<file path="src/rtl/vram_arbiter.sv">
// ---------------------------------------------------------------------------
// vram_arbiter
//
// Shares one single-port synchronous frame-buffer RAM between VGA scan-out
// and a pixel writer (CPU or drawing engine). Display fetches own the RAM on
// every pixel-strobe cycle inside the visible window. Every other cycle is
// offered to the writer through a valid/ready handshake.
//
// Ports:
//   clk            single clock
//   i_rst_n        asynchronous active-low reset
//   i_pxen         pixel-strobe clock enable
//   i_haddr_en     horizontal visible window
//   i_vaddr_en     vertical visible window
//   i_hidx         column within the visible area
//   i_vidx         line within the visible area
//   i_wr_valid     writer request
//   i_wr_addr      writer linear pixel address
//   i_wr_data      writer pixel value
//   o_wr_ready     writer request accepted this cycle (combinational)
//   o_mem_addr     RAM address (registered)
//   o_mem_we       RAM write enable (registered, one-cycle pulse)
//   o_mem_wdata    RAM write data (registered)
//   i_mem_rdata    RAM read data, valid one cycle after the address edge
//   o_px_data      pixel to the DAC stage, 0 when no fetched pixel
//   o_px_valid     o_px_data carries a fetched pixel
//   o_frame_start  one-cycle pulse after i_vaddr_en rises
//   o_wr_err       sticky flag: writer addressed beyond the frame
//   i_stat_clr     synchronous clear of o_wr_err and o_wr_stall
//   o_wr_stall     saturating count of cycles the writer was held off
// ---------------------------------------------------------------------------
module vram_arbiter #(
    parameter int H_VISIBLE = 640,
    parameter int V_VISIBLE = 480,
    parameter int ADDR_BIT  = 19,
    parameter int DATA_BIT  = 8,
    parameter int STALL_BIT = 16
) (
    input  logic                 clk,
    input  logic                 i_rst_n,
    input  logic                 i_pxen,
    input  logic                 i_haddr_en,
    input  logic                 i_vaddr_en,
    input  logic [9:0]           i_hidx,
    input  logic [8:0]           i_vidx,
    input  logic                 i_wr_valid,
    input  logic [ADDR_BIT-1:0]  i_wr_addr,
    input  logic [DATA_BIT-1:0]  i_wr_data,
    output logic                 o_wr_ready,
    output logic [ADDR_BIT-1:0]  o_mem_addr,
    output logic                 o_mem_we,
    output logic [DATA_BIT-1:0]  o_mem_wdata,
    input  logic [DATA_BIT-1:0]  i_mem_rdata,
    output logic [DATA_BIT-1:0]  o_px_data,
    output logic                 o_px_valid,
    output logic                 o_frame_start,
    output logic                 o_wr_err,
    input  logic                 i_stat_clr,
    output logic [STALL_BIT-1:0] o_wr_stall
);

    // Owner of the RAM port for the current cycle.
    typedef enum logic [1:0] {
        GRANT_IDLE  = 2'd0,
        GRANT_DISP  = 2'd1,
        GRANT_WRITE = 2'd2
    } grant_t;

    // One extra bit so the compare still works when the frame exactly fills
    // the address space.
    localparam logic [ADDR_BIT:0]    FRAME_PIXELS = (ADDR_BIT+1)'(H_VISIBLE * V_VISIBLE);
    localparam logic [STALL_BIT-1:0] STALL_MAX    = '1;

    logic                disp_req;
    grant_t              grant;
    logic [ADDR_BIT-1:0] disp_addr;
    logic                wr_in_range;
    logic                wr_stalled;
    logic                wr_bad_addr;
    logic                rd_valid1;
    logic                rd_valid2;
    logic                vaddr_en_q;

    // A display fetch is needed only on a pixel strobe inside both windows.
    assign disp_req = i_pxen & i_haddr_en & i_vaddr_en;

    // Fixed-priority grant: the display can never be delayed, so the writer
    // only gets cycles the display does not need.
    always_comb begin
        grant = GRANT_IDLE;
        if (disp_req) begin
            grant = GRANT_DISP;
        end else if (i_wr_valid) begin
            grant = GRANT_WRITE;
        end
    end

    // Ready is held low throughout reset so no write can slip in while the
    // registers are being cleared.
    assign o_wr_ready = i_rst_n & ~disp_req;

    // Linear frame-buffer address of the pixel under the beam, computed at
    // full RAM address width so the largest in-frame index cannot wrap.
    assign disp_addr = ADDR_BIT'(i_vidx) * ADDR_BIT'(H_VISIBLE) + ADDR_BIT'(i_hidx);

    assign wr_in_range = ({1'b0, i_wr_addr} < FRAME_PIXELS);
    assign wr_stalled  = i_wr_valid & ~o_wr_ready;
    assign wr_bad_addr = (grant == GRANT_WRITE) & ~wr_in_range;

    // RAM command register. A write beyond the frame is still accepted by the
    // handshake but never reaches the RAM; the address and data registers
    // simply keep their previous contents in that case and on idle cycles.
    always_ff @(posedge clk or negedge i_rst_n) begin
        if (!i_rst_n) begin
            o_mem_addr  <= '0;
            o_mem_we    <= 1'b0;
            o_mem_wdata <= '0;
        end else begin
            o_mem_we <= 1'b0;
            case (grant)
                GRANT_DISP: begin
                    o_mem_addr <= disp_addr;
                end
                GRANT_WRITE: begin
                    if (wr_in_range) begin
                        o_mem_addr  <= i_wr_addr;
                        o_mem_wdata <= i_wr_data;
                        o_mem_we    <= 1'b1;
                    end
                end
                default: begin
                end
            endcase
        end
    end

    // Sticky out-of-range flag. A clear in the same cycle as a new error wins.
    always_ff @(posedge clk or negedge i_rst_n) begin
        if (!i_rst_n) begin
            o_wr_err <= 1'b0;
        end else if (i_stat_clr) begin
            o_wr_err <= 1'b0;
        end else if (wr_bad_addr) begin
            o_wr_err <= 1'b1;
        end
    end

    // Counts cycles the writer waited behind the display, saturating so a
    // long-running stall never wraps back to a small value.
    always_ff @(posedge clk or negedge i_rst_n) begin
        if (!i_rst_n) begin
            o_wr_stall <= '0;
        end else if (i_stat_clr) begin
            o_wr_stall <= '0;
        end else if (wr_stalled && (o_wr_stall != STALL_MAX)) begin
            o_wr_stall <= o_wr_stall + 1'b1;
        end
    end

    // Read pipeline: stage 1 lines up with the address on the RAM port,
    // stage 2 with the returning read data, which is then registered into the
    // pixel output. Reset empties every stage so fetches in flight are
    // dropped rather than emitted after reset.
    always_ff @(posedge clk or negedge i_rst_n) begin
        if (!i_rst_n) begin
            rd_valid1  <= 1'b0;
            rd_valid2  <= 1'b0;
            o_px_valid <= 1'b0;
            o_px_data  <= '0;
        end else begin
            rd_valid1  <= (grant == GRANT_DISP);
            rd_valid2  <= rd_valid1;
            o_px_valid <= rd_valid2;
            o_px_data  <= rd_valid2 ? i_mem_rdata : '0;
        end
    end

    // Frame-start pulse from the rising edge of the vertical window. The
    // registered copy starts at 0, so a window already open when reset
    // releases also marks the start of a frame.
    always_ff @(posedge clk or negedge i_rst_n) begin
        if (!i_rst_n) begin
            vaddr_en_q    <= 1'b0;
            o_frame_start <= 1'b0;
        end else begin
            vaddr_en_q    <= i_vaddr_en;
            o_frame_start <= i_vaddr_en & ~vaddr_en_q;
        end
    end

endmodule
</file>
<file path="config.mk">
export PLATFORM = sky130hd
export DESIGN_NAME = vram_arbiter
export DESIGN_NICKNAME = d
export VERILOG_FILES = /design/src/rtl/vram_arbiter.sv
export SDC_FILE = /design/constraint.sdc
export NUM_CORES = 1
export LEC_CHECK = 0
export CORE_ASPECT_RATIO = 0.6
export CORE_MARGIN = 2
export CORE_UTILIZATION = 41
export CTS_CLUSTER_DIAMETER = 80
export DETAILED_ROUTE_END_ITERATION = 10
export GPL_TIMING_DRIVEN = 0
export PLACE_DENSITY = 0.77
export SLEW_MARGIN = 20
export SYNTH_ARGS = -nofsm -noshare
export SYNTH_HDL_FRONTEND = slang
export SYNTH_SLANG_ARGS = --single-unit
</file>
<file path="constraint.sdc">
create_clock -name clk -period 1.6 [get_ports clk]
set_input_delay 0.16 -clock clk [delete_from_list [all_inputs] [get_ports clk]]
set_output_delay 0.16 -clock clk [all_outputs]
set_load 0.05 [all_outputs]
</file>
==> flow_metrics.py, run 1 <==
metrics = {
    "worst_setup_path": {
        "cp.required_ps": 1870,
        "startpoint_type": "input port",
        "cp.arrival_ps": 2510,
        "worst-setup-path-type": "in2reg",
        "path_max_fanout": 5,
        "crit_path_end_kind": "flop",
    },
    "placed_design": {
        "dp_cells": 529,
        "routabilityCongestion": 0.871,
        "dp_hpwl_um": 6850,
        "port_buffers": 115,
    },
    "sta": {
        "post-route-min-period_ps": 2240,
        "worstMarginPinSlew_ps": 537,
        "rsz0062_at_grt": "true",
        "timing.final.ws_setup_ps": -640,
        "hold_violations": 0,
        "relSlewSlack_pct": 64.4,
        "max_freq_mhz": 446,
        "clock_skew_ps": 4.92,
        "finalMaxSlewViolations": 0,
        "setup_violations": 19,
        "fin_crit_sh_pct": 140,
    },
    "global_routing": {
        "grt_usage_pct": 24.5,
        "grt_max_degree": 31,
        "first_global_vias": 3084,
        "grt_pass1_wl_um": 16200,
        "grt-ovfl-total": 0,
        "antenna_found_initial": 0,
    },
    "layout": {
        "n_antenna_cell": 0,
        "stdcell_count": 581,
        "drive_above_1_share_pct": 34.0,
        "final_util_pct": 75.5,
        "syn_to_final_growth_pct": 74.6,
        "layout.nets": 553,
    },
    "clock_tree": {
        "clk_pin_slew_ps": 50,
        "cts.sinks": 58,
        "cts_made_buffers": 9,
        "clockRootBuffer": "clkbuf_16",
        "clkLatencyLatePin_ps": 330,
        "cts_tree": "yes",
        "clk_path_buf_depth": 2,
        "htreeDepth": 3,
    },
    "pwr": {
        "p_per_area_mw_per_mm2": 1020,
        "power_mw": 5.71,
        "peakVddDrop_mv": 0.641,
        "p_leak_nw": 2.63,
    },
    "synth": {
        "synth_top_area_share_pct": 45.1,
        "ys_types": 50,
        "synth_xor_area_share_pct": 5.98,
        "syn_area_mm2": 0.00322,
        "ys_warn_count": 0,
        "synth_adder_area_share_pct": 8.24,
        "synth_seq_cells": 58,
        "synth-simple-area-share_pct": 18.1,
        "synth_flop_cell": "dfrtp_1",
        "yosys-top-cells-count": "58 x dfrtp_1, 30 x nand2_1, 30 x nor2_1, 18 x ha_1, 18 x o21ai_0",
        "muxShareOfSynthArea_pct": 8.86,
        "ys_async_sr_fraction_pct": 100,
        "synth_top_family_by_area": "simple AND/OR/NAND/NOR gates",
        "ys_seq_area_share_pct": 45.1,
        "yosysMostFrequentCell": "dfrtp_1",
        "synth_area_leaders": "dfrtp_1 45%, ha_1 7.0%, mux2i_1 4.7%",
        "syn-instance-count": 309,
        "synth_nets": 390,
        "avgSynthCellArea_um2": 10.4,
        "synth_compound_area_share_pct": 11.7,
        "synth_top_area_cell": "dfrtp_1",
        "synth_edf_count": 0,
    },
    "route": {
        "vias": 3067,
        "avgRoutedWirePerCell_um": 17.6,
        "ant_nets": 0,
        "totalWireLength_um": 10200,
        "drcViolationCount": 0,
        "first_pass_iters": 4,
        "drt_iter0_markers": 109,
        "avgViaCountPerCell": 5.28,
    },
    "floorplan": {
        "io-pin-count": 117,
        "die_h_um": 72.7,
        "rows": 24,
        "fp.dieArea_mm2": 0.00860,
        "start_util_pct": 43.2,
        "dieWidth_um": 118,
        "fp.coreArea_mm2": 0.00745,
    },
    "status": {
        "failed_checks": "negative setup slack",
        "status": "finished with violations",
    },
    "flow_run": {
        "maxCapViolCount": 0,
    },
    "hold_path": {
        "worstHoldPathType": "in2reg",
    },
}
-- layout make-up --
class                   count  area [um^2]
multi-input cells         236         2190
fillers                   527         1830
flip-flops and latches     58         1470
repair buffers            152         1420
clock buffers              11          243
well taps                 104          130
clock inverters             5         77.6
plain buffers               8         63.8
inverters                   7         31.3
-- cell families (layout without fill, tap and decap cells) --
| kind of cell | after synthesis | after routing |
|---|---|---|
| multiplexers | 27 | 27 |
| XOR/XNOR | 22 | 22 |
| AO/OA/AOI/OAI | 54 | 54 |
| buffers and inverters | 15 | 183 |
| flip-flops | 58 | 58 |
| AND/OR/NAND/NOR | 113 | 113 |
| adder cells (fa/ha/maj) | 20 | 20 |
-- worst max-delay path, cell delays in order --
cell,delay [ps]
buf_8,100
ha_4,230
ha_4,160
fa_2,410
buf_6,150
nor3b_2,170
a22oi_2,140
a211oi_4,290
nand4b_1,180
o31ai_2,300
o221a_2,220
-- per-layer routing --
metal / vias up / track usage [%] / wire length, um
li1: 1432 / - / -
met1: 1496 / 32.5 / 4650
met2: 116 / 37.3 / 4520
met3: 23 / 9.53 / 872
met4: 0 / 8.07 / 166
met5: - / 0 / 0
-- where the power goes --
part           leakage, nW  internal, mW  switching, mW
sequential           0.723          1.62         0.0738
combinational         1.75         0.764           1.16
clock                0.156          1.40          0.688
total                 2.63          3.78           1.93
-- registers in the layout, summed over array words and instances (netlist names), 8 cells and up --
signal and count:
o_mem_addr 19, o_mem_wdata 8, o_px_data 8, o_wr_stall 16
-- metrics by stage --
step	worst slack (ps)	TNS [ps]	instance area [um^2]	hold slack (ps)
6_report	-640	-3730	5620	154
5_1_grt	-724	-5350	5620	165
4_1_cts	-608	-3020	5360	150
3_5_place_dp	-1570	-38060	4670	120
3_3_place_gp	-2820	-163060	4650	346
2_1_floorplan	-687	-4900	3370	-136
-- worst paths after layout --
check | cells after the start | start | slack (ps) | endpoint
setup / recovery | 11 | i_vidx[3] | -640 | o_mem_addr[18]
setup reg to reg | 8 | o_wr_stall[1] | -90 | o_wr_stall[5]
hold reg to reg | 0 | rd_valid1 | 350 | rd_valid2
max in group asynchronous | 3 | i_rst_n | 880 | o_wr_stall[10]
min in group asynchronous | 3 | i_rst_n | 530 | o_px_valid
hold / removal | 1 | i_vaddr_en | 150 | vaddr_en_q
-- repair_timing --
item                                   CTS  global route
setup buffers                           22            12
setup endpoints to repair              101            42
hold buffers                             2             0
gates resized for setup                143            43
pin swaps                               27            19
endpoints found under the hold margin   28             0
-- placed cells by master, fill, tap and decap left out, types with 6 or more instances in the layout --
cell type,count
dlygate4sd2_1,59
dfrtp_1,45
clkdlybuf4s50_1,44
buf_4,29
nand2_1,27
nor2_1,25
mux2i_1,15
dfrtp_2,13
buf_6,11
xor2_1,11
mux2_2,11
o21ai_0,10
and2_1,9
a21oi_1,9
ha_1,9
clkbuf_16,9
ha_4,8
o21ai_1,6
nand4_1,6
xnor2_1,6
Power figures use the tool's default switching activity.
==> run 2, diff against run 1 <==
--- a/config.mk
+++ b/config.mk
@@ -12,6 +12,7 @@
 export DETAILED_ROUTE_END_ITERATION = 10
 export GPL_TIMING_DRIVEN = 0
 export PLACE_DENSITY = 0.77
+export RECOVER_POWER = 100
 export SLEW_MARGIN = 20
 export SYNTH_ARGS = -nofsm -noshare
 export SYNTH_HDL_FRONTEND = slang
==> flow_metrics.py, run 2 (synthesis gave the netlist of run 1 again) <==
metrics = {
    "sta": {
        "worstMarginPinSlew_ps": 770,
        "relSlewSlack_pct": 48.7,
        "setup_violations": 21,
        "timing.final.ws_setup_ps": -628,
        "timing.hold.ws_ps": 152,
        "hold_violations": 0,
        "post-route-min-period_ps": 2230,
        "clock_skew_ps": 4.60,
        "rsz0062_at_grt": "true",
        "finalMaxSlewViolations": 0,
        "max_freq_mhz": 449,
        "fin_crit_sh_pct": 139,
    },
    "worst_setup_path": {
        "crit_path_end_kind": "flop",
        "worst_r2r_endpoint": "o_wr_stall[5]",
        "cp.required_ps": 1870,
        "r2r_start": "o_wr_stall[1]",
        "setup.worst_path.start": "i_vidx[3]",
        "worst-setup-path-type": "in2reg",
        "startpoint_type": "input port",
        "r2r_slack_ps": -110,
        "path_max_fanout": 5,
        "ff2ff_path_depth": 8,
        "cp.arrival_ps": 2500,
    },
    "route": {
        "totalWireLength_um": 10200,
        "vias": 3052,
        "drt_iter0_markers": 117,
        "drcViolationCount": 0,
        "avgViaCountPerCell": 5.25,
        "ant_nets": 0,
        "avgRoutedWirePerCell_um": 17.6,
        "first_pass_iters": 5,
    },
    "pwr": {
        "pwr-share-clk_pct": 36.7,
        "peakVddDrop_mv": 0.640,
        "pwr-share-seq_pct": 29.7,
        "p_switching_mw": 1.92,
        "internal_power_mw": 3.77,
        "p_per_area_mw_per_mm2": 1020,
        "switching_share_pct": 33.8,
        "p_leak_nw": 2.61,
        "combPwrFrac_pct": 33.6,
    },
    "layout": {
        "final_common_cell": "dlygate4sd2_1",
        "fin_area_mm2": 0.00557,
        "largest_reg_flops": 19,
        "layout.nets": 553,
        "largestRegisters": "o_mem_addr x19, o_wr_stall x16",
        "syn_to_final_growth_pct": 72.8,
        "final_util_pct": 74.7,
        "n_antenna_cell": 0,
        "mostFrequentLayoutCells": "59 x dlygate4sd2_1, 47 x dfrtp_1, 44 x clkdlybuf4s50_1",
        "largest-register": "o_mem_addr",
        "fillers": 539,
        "drive_above_1_share_pct": 33.1,
    },
    "placed_design": {
        "dp_hpwl_um": 6850,
        "routabilityCongestion": 0.871,
        "dpl_cell_area_mm2": 0.00467,
        "port_buffers": 115,
    },
    "hold_path": {
        "worstHoldPathType": "in2reg",
        "hold_path_startpoint": "i_vaddr_en",
        "whs_path_depth": 1,
        "holdPathEnd": "vaddr_en_q",
    },
    "status": {
        "status": "finished with violations",
        "failed_checks": "negative setup slack",
    },
    "global_routing": {
        "antenna_found_initial": 0,
        "grt_max_degree": 31,
        "first_global_vias": 3084,
        "grt_usage_pct": 24.5,
        "grt_pass1_wl_um": 16200,
        "grt-ovfl-total": 0,
    },
    "floorplan": {
        "rows": 24,
        "dieWidth_um": 118,
        "start_util_pct": 43.2,
        "io-pin-count": 117,
        "fp.dieArea_mm2": 0.00860,
        "die_h_um": 72.7,
        "fp.coreArea_mm2": 0.00745,
    },
    "clock_tree": {
        "clockRootBuffer": "clkbuf_16",
        "clkLatencyLatePin_ps": 340,
        "htreeDepth": 3,
        "clk_pin_slew_ps": 50,
        "cts.sinks": 58,
        "cts_made_buffers": 9,
        "clk_path_buf_depth": 2,
        "cts_tree": "yes",
    },
    "flow_run": {
        "maxCapViolCount": 0,
    },
}
## run 2: changes by cell type in the layout (fill, tap and decap cells not counted), sizes merged
cell / change
clkbuf: +5
buf: -5
## run 2: area by class of cell
class	instances	area (um^2)	share of cell area (%)
Sequential cell	58	1470	26.3
Clock buffer	11	243	4.36
Timing Repair Buffer	152	1380	24.7
Inverter	7	31.3	0.562
Clock inverter	5	77.6	1.39
Tap cell	104	130	2.34
Multi-Input combinational cell	236	2180	39.2
Buffer	8	61.3	1.10
## run 2: metrics by stage
step           setup TNS (ps)  worst slack [ps]  cells  total power [mW]
6_report                -4060              -628    581              5.69
5_1_grt                 -6640              -724    581              5.92
4_1_cts                 -3020              -608    569              5.61
3_5_place_dp           -38060             -1570    529              3.45
3_3_place_gp          -163060             -2820    528              3.41
2_1_floorplan           -4900              -687    309              2.80
## run 2: power by group through the flow
stage / sequential (mW) / clock (mW) / combinational, mW
after global routing: 1.71 / 2.18 / 2.02
after CTS: 1.69 / 2.11 / 1.80
final: 1.69 / 2.09 / 1.91
after global placement: 1.72 / 0 / 1.69
after detailed placement: 1.72 / 0 / 1.72
after floorplan: 2.24 / 0 / 0.561
## run 2: what timing repair did
action / CTS / global route
hold buffers: 2 / 0
buffers inserted: 22 / 12
hold endpoints to repair: 28 / 0
resized for setup: 143 / 43
setup endpoints to repair: 101 / 42
pin swaps: 27 / 19
## run 2: how the worst max path moves through the flow
stage | slack (ps) | end | cells after the start
after global routing | -720 | o_mem_addr[17] | 12
after floorplan | -690 | o_mem_addr[18] | 9
after CTS | -610 | o_mem_addr[18] | 10
after detailed placement | -1570 | o_mem_addr[18] | 10
final | -630 | o_mem_addr[18] | 11
after global placement | -2820 | o_wr_stall[10] | 7
## run 2: worst max-delay path, cell delays in order
cell	delay (ps)
buf_8	100
ha_4	230
ha_4	160
fa_2	410
buf_6	150
nor3b_2	170
a22oi_2	140
a211oi_4	290
nand4b_1	180
o31ai_2	290
o221a_2	220
## run 2: per-layer routing
| layer | track usage (%) | part of all wire [%] | vias up |
|---|---|---|---|
| li1 | - | - | 1432 |
| met1 | 32.5 | 45 | 1488 |
| met2 | 37.3 | 45 | 111 |
| met3 | 9.53 | 8.3 | 21 |
| met4 | 8.07 | 1.6 | 0 |
| met5 | 0 | 0 | - |
==> run 3, diff against run 2 <==
--- a/config.mk
+++ b/config.mk
@@ -5,13 +5,16 @@
 export SDC_FILE = /design/constraint.sdc
 export NUM_CORES = 1
 export LEC_CHECK = 0
+export CELL_PAD_IN_SITES_DETAIL_PLACEMENT = 1
+export CELL_PAD_IN_SITES_GLOBAL_PLACEMENT = 1
 export CORE_ASPECT_RATIO = 0.6
 export CORE_MARGIN = 2
-export CORE_UTILIZATION = 41
+export CORE_UTILIZATION = 30
 export CTS_CLUSTER_DIAMETER = 80
 export DETAILED_ROUTE_END_ITERATION = 10
 export GPL_TIMING_DRIVEN = 0
-export PLACE_DENSITY = 0.77
+export HOLD_SLACK_MARGIN = 0.05
+export PLACE_DENSITY_LB_ADDON = 0.1
 export RECOVER_POWER = 100
 export SLEW_MARGIN = 20
 export SYNTH_ARGS = -nofsm -noshare
==> flow_metrics.py, run 3 (synthesis gave the netlist of run 1 again) <==
metrics = {
    "layout": {
        "fillers": 1153,
        "fin_area_mm2": 0.00584,
        "largestRegisters": "o_mem_addr x19, o_wr_stall x16",
        "syn_to_final_growth_pct": 81.4,
        "layout.nets": 577,
        "largest_reg_flops": 19,
        "final_common_cell": "dlygate4sd2_1",
        "drive_above_1_share_pct": 37.7,
        "mostFrequentLayoutCells": "59 x dlygate4sd2_1, 47 x buf_4, 46 x dfrtp_1",
        "largest-register": "o_mem_addr",
        "stdcell_count": 640,
        "n_antenna_cell": 0,
    },
    "clock_tree": {
        "htreeDepth": 3,
        "clockRootBuffer": "clkbuf_16",
        "clkLatencyLatePin_ps": 320,
        "cts_made_buffers": 9,
        "cts_tree": "yes",
        "clk_pin_slew_ps": 50,
        "cts.sinks": 58,
        "clk_path_buf_depth": 2,
    },
    "worst_setup_path": {
        "cp.arrival_ps": 2510,
        "slowest_stage": "fa_2",
        "ff2ff_path_depth": 7,
        "path_max_fanout": 5,
        "startpoint_type": "input port",
        "cp_num_buf_inv": 2,
        "cp_common_cell": "ha_4",
        "crit_chain": "buf_8 -> ha_4 -> ha_4 -> fa_2 -> buf_6 -> nor3b_4 -> a31oi_4 -> a211oi_4 -> nand4b_1 -> o31ai_2 -> o221a_2",
        "cp.required_ps": 1860,
        "crit_family": "compound AO/OA/AOI/OAI gates",
        "crit_path_end_kind": "flop",
        "worst-setup-path-type": "in2reg",
        "cpPeakStageDelay_ps": 400,
        "cp.depth": 11,
    },
    "placed_design": {
        "dpl_cell_area_mm2": 0.00472,
        "port_buffers": 115,
        "dp_slack_ps": -1590,
        "routabilityCongestion": 0.719,
        "dp_hpwl_um": 7820,
        "dp_cells": 564,
    },
    "route": {
        "routed-wl-met3_um": 1020,
        "ant_nets": 0,
        "wl_met1_um": 5450,
        "top_layer": "met4",
        "vias": 3130,
        "first_pass_iters": 5,
        "totalWireLength_um": 11600,
        "avgViaCountPerCell": 4.89,
        "drt_iter0_markers": 101,
        "wl_met2_um": 5040,
        "avgRoutedWirePerCell_um": 18.1,
        "drcViolationCount": 0,
    },
    "flow_run": {
        "maxCapViolCount": 0,
    },
    "sta": {
        "post-route-min-period_ps": 2240,
        "worstMarginPinSlew_ps": 824,
        "tns_ps": -9490,
        "timing.final.ws_setup_ps": -644,
        "setup_violations": 44,
        "finalMaxSlewViolations": 0,
        "max_freq_mhz": 446,
        "fin_crit_sh_pct": 140,
        "clock_skew_ps": 5.57,
        "timing.hold.ws_ps": -86.1,
        "hold_violations": 12,
        "relSlewSlack_pct": 45.1,
        "rsz0062_at_grt": "true",
    },
    "pwr": {
        "p_per_area_mw_per_mm2": 940,
        "p_leak_nw": 2.70,
        "power_mw": 5.49,
        "peakVddDrop_mv": 0.720,
    },
    "status": {
        "failed_checks": "negative hold slack, negative setup slack",
        "status": "finished with violations",
    },
    "global_routing": {
        "first_global_vias": 3260,
        "grt_pass1_wl_um": 17600,
        "grt_usage_pct": 19.8,
        "grt-ovfl-total": 0,
        "antenna_found_initial": 0,
        "grt_max_degree": 48,
    },
    "floorplan": {
        "dieWidth_um": 138,
        "io-pin-count": 117,
        "die_h_um": 84.3,
        "fp.dieArea_mm2": 0.0116,
        "start_util_pct": 30.6,
        "fp.coreArea_mm2": 0.0105,
        "rows": 29,
    },
    "hold_path": {
        "worstHoldPathType": "in2async",
    },
}
==> run 3: final timing paths <==
path | slack, ps | from | to
worst max-delay path | -640 | i_vidx[3] | o_mem_addr[18]
worst min-delay path | -90 | i_rst_n | o_mem_addr[8]
worst max register to register | -150 | o_wr_stall[3] | o_wr_stall[10]
worst min register to register | 360 | rd_valid1 | rd_valid2
max in group asynchronous | 960 | i_rst_n | o_wr_stall[0]
min in group clk | 150 | i_vaddr_en | vaddr_en_q
==> run 3: final cells by class <==
type	count	area (um^2)	share of cell area [%]
clock buffer	14	274	4.69
multi-input combinational	236	2220	38.0
sequential	58	1470	25.1
timing repair buffer	176	1580	27.1
clock inverter	2	10.0	0.171
tap	139	174	2.98
inverter	7	31.3	0.536
buffer	8	80.1	1.37
==> run 3: repair_timing <==
item | in CTS | in global routing
gates cloned | 1 | 0
buffers inserted | 32 | 27
gates resized for setup | 158 | 40
endpoints found under the hold margin | 58 | 58
pin swaps | 40 | 29
setup endpoints to repair | 99 | 45
==> run 3: per-layer routing <==
metal	track usage [%]	vias to the layer above
li1	-	1476
met1	28.3	1547
met2	28.7	100
met3	8.03	7
met4	3.06	0
met5	0	-
==> run 3: report_power, final <==
group	switching, mW	total (mW)	internal [mW]
clock	0.638	1.81	1.17
sequential	0.0844	1.70	1.62
combinational	1.18	1.98	0.796
total	1.91	5.49	3.58
==> run 3: through the flow <==
step | util [%] | hold WS [ps]
2_1_floorplan | - | -136
3_3_place_gp | 44.6 | 342
3_5_place_dp | 44.8 | 24.9
4_1_cts | 52.5 | -313
5_1_grt | 55.5 | -28.2
6_report | 55.5 | -86.1
